<file path="src/rtl/cla_seq_pkg.sv">
// Shared types and constants for the nibble-serial CLA word sequencer.
package cla_seq_pkg;

    localparam int NIBBLE_W = 4;

    typedef enum logic [1:0] {
        IDLE,
        RUN,
        DONE
    } state_e;

    // Number of slice passes needed to cover a word of the given width.
    function automatic int nibbles_of(input int width);
        return width / NIBBLE_W;
    endfunction

endpackage

</file>
<file path="src/rtl/cla_4bit.sv">
// Combinational 4-bit carry-lookahead adder slice.
module cla_4bit (
    input  logic [3:0] a,
    input  logic [3:0] b,
    input  logic       cin,
    output logic [3:0] sum,
    output logic       cout
);

    logic [3:0] g;
    logic [3:0] p;
    logic [4:0] c;

    assign g = a & b;
    assign p = a ^ b;

    // Every carry is a flat function of generate/propagate and cin.
    assign c[0] = cin;
    assign c[1] = g[0] | (p[0] & cin);
    assign c[2] = g[1] | (p[1] & g[0]) | (p[1] & p[0] & cin);
    assign c[3] = g[2] | (p[2] & g[1]) | (p[2] & p[1] & g[0])
                | (p[2] & p[1] & p[0] & cin);
    assign c[4] = g[3] | (p[3] & g[2]) | (p[3] & p[2] & g[1])
                | (p[3] & p[2] & p[1] & g[0]) | (p[3] & p[2] & p[1] & p[0] & cin);

    assign sum  = p ^ c[3:0];
    assign cout = c[4];

endmodule

</file>
<file path="src/rtl/cla_word_sequencer.sv">
// Multi-cycle WIDTH-bit adder: one shared cla_4bit slice is walked over the
// operands LSB nibble first, carry chained through a register.
// Optional build macro: CLA_SEQ_SUB_EN adds a 'sub' port selecting a - b.
module cla_word_sequencer
    import cla_seq_pkg::*;
#(
    parameter int WIDTH = 16
) (
    input  logic             clk,
    input  logic             rst,
    input  logic             in_valid,
    output logic             in_ready,
    input  logic [WIDTH-1:0] a,
    input  logic [WIDTH-1:0] b,
    input  logic             cin,
`ifdef CLA_SEQ_SUB_EN
    input  logic             sub,
`endif
    output logic             out_valid,
    input  logic             out_ready,
    output logic [WIDTH-1:0] sum,
    output logic             cout,
    output logic             busy
);

    localparam int NIBBLES = nibbles_of(WIDTH);
    localparam int IDX_W   = (NIBBLES > 1) ? $clog2(NIBBLES) : 1;
    localparam logic [IDX_W-1:0] LAST_IDX = IDX_W'(NIBBLES - 1);

    state_e             state_q, state_d;
    logic [WIDTH-1:0]   a_q, a_d;
    logic [WIDTH-1:0]   b_q, b_d;
    logic [WIDTH-1:0]   sum_q, sum_d;
    logic               carry_q, carry_d;
    logic               cout_q, cout_d;
    logic [IDX_W-1:0]   idx_q, idx_d;

    logic [WIDTH-1:0]   b_cap;
    logic               carry_cap;
    logic [NIBBLE_W-1:0] slice_a, slice_b, slice_sum;
    logic               slice_cout;
    logic               last_nibble;

    // Operand conditioning at capture time: subtraction is a + ~b + 1.
`ifdef CLA_SEQ_SUB_EN
    assign b_cap     = sub ? ~b : b;
    assign carry_cap = sub ? 1'b1 : cin;
`else
    assign b_cap     = b;
    assign carry_cap = cin;
`endif

    assign slice_a     = a_q[NIBBLE_W*idx_q +: NIBBLE_W];
    assign slice_b     = b_q[NIBBLE_W*idx_q +: NIBBLE_W];
    assign last_nibble = (idx_q == LAST_IDX);

    cla_4bit u_slice (
        .a    (slice_a),
        .b    (slice_b),
        .cin  (carry_q),
        .sum  (slice_sum),
        .cout (slice_cout)
    );

    // State register.
    // NOTE: sequential blocks use non-blocking (<=) so every flop samples pre-edge values.
    always_ff @(posedge clk or posedge rst) begin
        if (rst) state_q <= IDLE;
        else     state_q <= state_d;
    end

    // Next-state logic: accept in IDLE, walk nibbles in RUN, hand off in DONE.
    // NOTE: assign a default first in every always_comb so no path infers a latch.
    always_comb begin
        state_d = state_q;
        case (state_q)
            IDLE:    if (in_valid)    state_d = RUN;
            RUN:     if (last_nibble) state_d = DONE;
            DONE:    if (out_ready)   state_d = IDLE;
            default:                  state_d = IDLE;
        endcase
    end

    // Handshake outputs decoded from the state.
    always_comb begin
        in_ready  = (state_q == IDLE);
        out_valid = (state_q == DONE);
        busy      = (state_q != IDLE);
    end

    // Datapath next-state: operand capture in IDLE, one nibble per RUN cycle.
    always_comb begin
        a_d     = a_q;
        b_d     = b_q;
        sum_d   = sum_q;
        carry_d = carry_q;
        cout_d  = cout_q;
        idx_d   = idx_q;
        case (state_q)
            IDLE: begin
                if (in_valid) begin
                    a_d     = a;
                    b_d     = b_cap;
                    carry_d = carry_cap;
                    idx_d   = '0;
                end
            end
            RUN: begin
                sum_d[NIBBLE_W*idx_q +: NIBBLE_W] = slice_sum;
                carry_d = slice_cout;
                if (last_nibble) begin
                    cout_d = slice_cout;
                    idx_d  = '0;
                end else begin
                    idx_d = idx_q + IDX_W'(1);
                end
            end
            default: ;
        endcase
    end

    // Datapath registers; sum/cout hold through DONE and back into IDLE.
    // NOTE: the result registers are reset too, so no stale or partial sum is visible after rst.
    always_ff @(posedge clk or posedge rst) begin
        if (rst) begin
            a_q     <= '0;
            b_q     <= '0;
            sum_q   <= '0;
            carry_q <= 1'b0;
            cout_q  <= 1'b0;
            idx_q   <= '0;
        end else begin
            a_q     <= a_d;
            b_q     <= b_d;
            sum_q   <= sum_d;
            carry_q <= carry_d;
            cout_q  <= cout_d;
            idx_q   <= idx_d;
        end
    end

    assign sum  = sum_q;
    assign cout = cout_q;

endmodule
</file>
<file path="config.mk">
export PLATFORM = sky130hd
export DESIGN_NAME = cla_word_sequencer
export DESIGN_NICKNAME = d
export VERILOG_FILES = /design/src/rtl/cla_seq_pkg.sv /design/src/rtl/cla_4bit.sv /design/src/rtl/cla_word_sequencer.sv
export SDC_FILE = /design/constraint.sdc
export NUM_CORES = 1
export LEC_CHECK = 0
export ABC_AREA = 0
export CAP_MARGIN = 20
export CELL_PAD_IN_SITES_DETAIL_PLACEMENT = 0
export CELL_PAD_IN_SITES_GLOBAL_PLACEMENT = 2
export CORE_UTILIZATION = 34
export DETAILED_ROUTE_END_ITERATION = 8
export PLACE_DENSITY = 0.81
export SLEW_MARGIN = 10
export SYNTH_ARGS = -nofsm -noshare
export SYNTH_HDL_FRONTEND = slang
export SYNTH_SLANG_ARGS = --single-unit
</file>
<file path="constraint.sdc">
create_clock -name clk -period 3.67 [get_ports clk]
set_input_delay 0.5505 -clock clk [delete_from_list [all_inputs] [get_ports clk]]
set_output_delay 0.5505 -clock clk [all_outputs]
set_load 0.1 [all_outputs]
</file>
==> metrics <==
Die Wd 89.30 µm; routed vias 1,695; top cell type by total area after synthesis dfrtp_1; Core Util, Final 0.4554; clock root buffer clkbuf_8; PortBufs 56; largest stage delay on the critical path 0.89 ns; ant diodes 0; CTS HTree Levels 2; Place WS 0.7476 ns; # IOs 57; final setup fails 0; row count 31; Tightest Pin Transition 0.9707 ns; Layout Skew 0.01204 ns; total track usage 0.1464; postcts setup bufs 0; Pre-Repair DR Iteration Count 4; Final ANT Viol Nets 0; DRT Wirelength 5.170 mm; vias in the first global route 1,684; worst-path maximum fanout 18; Clock Latency Late Sink 0.31 ns; Tmin final 2.912 ns; CTS max path bufs 2; WP data arrival 3.09 ns; fmax 343.4 MHz; Layout area overhead 28.15%; Pins Over Slew Limit 0; Worst-path clk slew 0.10 ns; slowest CP cell dfrtp_1; Post-route DRC 0; Critical Path Sink Type flip-flop; share of layout cells above drive strength 1 0.2377; Setup Crit Path Kind flip-flop to flip-flop; mapped cell area 0.002591 mm²; pin count of the biggest net entering global routing 36; Worst EP required 3.84 ns; #FFs+latches synth 54; die footprint 0.007974 mm²; status finished clean; CTS sink cnt 54; Multi-input gate area 0.001156 mm²; CTS tree yes; fill count 718; Vias per Instance 4.942; final setup TNS 0 ns; RSZ-0062 raised after global routing false; DP Wirelength 3.892 mm; Initial Utilization 0.3554; reg2reg start idx_q[0]; FF+latch area 0.001351 mm²; Net Count, Synth 233; first-pass GRT wire length 8.583 mm; Placer Congestion 0.7285; Num CTS Buffers 5; Syn. warnings 0; crit-path cells mux4_2 > ha_1 > a21o_1 > a211oi_1 > o31ai_1; hold buffers post-CTS 0; Tcrit/Tclk final 0.7935; sequential fraction of the synthesis area 0.5215; Core ar. 0.007292 mm²; cts repair resizes 0; startpoint of the most critical hold path sum[13]; initial antenna violation count 0; Final Instance Area 0.003321 mm²; Final Hold Fails 0; initial drt markers 96; MaxCap Viol Count 0; Final WS setup 0.7579 ns; top post-synthesis cells by area dfrtp_1, mux2_2, mux4_2, ha_1, buf_6; Synth Instances 185; post-synthesis cell type count 41; crit path from idx_q[0]; Rel. slew slack 0.3509; HP Class flip-flop to flip-flop; Final Net Count 291; global route overflow 0; placed inst area 0.003222 mm²; top-area cell type share of the netlist area 0.5215; mean post-synth cell area 14.01 µm²; startpoint class of the critical path flip-flop; routed len/inst 15.07 µm; Die H 89.30 µm
## logic make-up after synthesis
group,count (synthesis),share of synthesized area
buffers and inverters,13,0.03235
flip-flops,54,0.5215
AND/OR/NAND/NOR,33,0.08257
multiplexers,40,0.2086
XOR/XNOR,1,0.003381
AO/OA/AOI/OAI,33,0.09560
adder cells (fa/ha/maj),11,0.05601
## sequential cells by signal, indices dropped and copies added (netlist names)
signal,count
a_q,16
sum,16
b_q,16
cout,1
state_q,2
idx_q,2
carry_q,1
## cell usage after synthesis
master,instances
nor3_1,2
and3_1,1
a31oi_1,1
and2_1,1
mux2_1,1
mux2_2,31
a21o_1,2
nor3b_4,1
o22ai_1,1
dfrtp_1,54
a22oi_1,2
buf_4,1
a211oi_1,2
o21ai_0,7
nand3b_4,1
inv_1,6
clkbuf_1,1
fa_1,1
a21oi_1,1
nand2b_1,1
nand3b_1,3
or4_4,1
buf_6,4
nor2_1,3
and2b_1,1
a32o_1,4
ha_1,10
o31ai_1,4
buf_2,1
a221oi_1,1
nand2b_4,1
or3_1,2
o31ai_2,1
nand2_1,12
nor2b_1,1
a22o_1,5
nor4bb_1,1
xnor2_1,1
mux4_2,8
nor4_1,1
o21bai_1,2
## through the flow
stage / hold WS [ns] / cells
final: 0.4857 / 343
after global routing: 0.5078 / 343
after CTS: 0.4946 / 343
after detailed placement: 0.4733 / 335
after global placement: 0.4640 / 335
after floorplan: 0.4533 / 185
## critical path, delay by kind of cell (launching register included)
kind | cells | cell delay, ns
AOI/OAI and AO/OA | 3 | 0.91
adders and majority gates | 1 | 0.33
muxes | 1 | 0.63
DFF | 1 | 0.89
## per-layer routing
metal | GRT usage | up-vias | wire, µm
met5 | 0 | - | 0
li1 | - | 805 | -
met4 | 0.05195 | 0 | 69
met2 | 0.2269 | 47 | 2378
met3 | 0.03509 | 6 | 259
met1 | 0.2009 | 837 | 2463
## cell type report
class,count,area share
sequential,54,0.4069
tap,99,0.03730
clock buffer,6,0.02487
inverter,6,0.006782
multi-input combinational,118,0.3482
clock inverter,2,0.004898
timing repair buffer,58,0.1711
## layout by cell type, fill, tap and decap left out, types with 2 or more instances in the layout
| cell | count |
|---|---|
| o21bai_1 | 2 |
| o21ai_0 | 7 |
| dfrtp_1 | 54 |
| nor3_1 | 2 |
| a22oi_1 | 2 |
| nand3b_1 | 3 |
| clkbuf_8 | 6 |
| mux2_2 | 31 |
| mux4_2 | 8 |
| a211oi_1 | 2 |
| inv_1 | 5 |
| clkdlybuf4s50_1 | 53 |
| ha_1 | 10 |
| nor2_1 | 3 |
| a32o_1 | 4 |
| o31ai_1 | 4 |
| a22o_1 | 5 |
| or3_1 | 2 |
| buf_4 | 5 |
| a21o_1 | 2 |
| nand2_1 | 12 |
## final timing paths
| check | to | slack (ns) | cells past startpoint |
|---|---|---|---|
| setup / recovery | sum[2] | 0.76 | 5 |
| hold / removal | sum[13] | 0.49 | 2 |
| setup reg to reg | sum[2] | 0.76 | 5 |
| hold reg to reg | sum[13] | 0.49 | 2 |
| max in group asynchronous | b_q[10] | 2.23 | 3 |
| min in group asynchronous | carry_q | 0.69 | 2 |
Power is not shown: default switching activity piles up to over one toggle a cycle in this logic, so the estimate is an artifact.
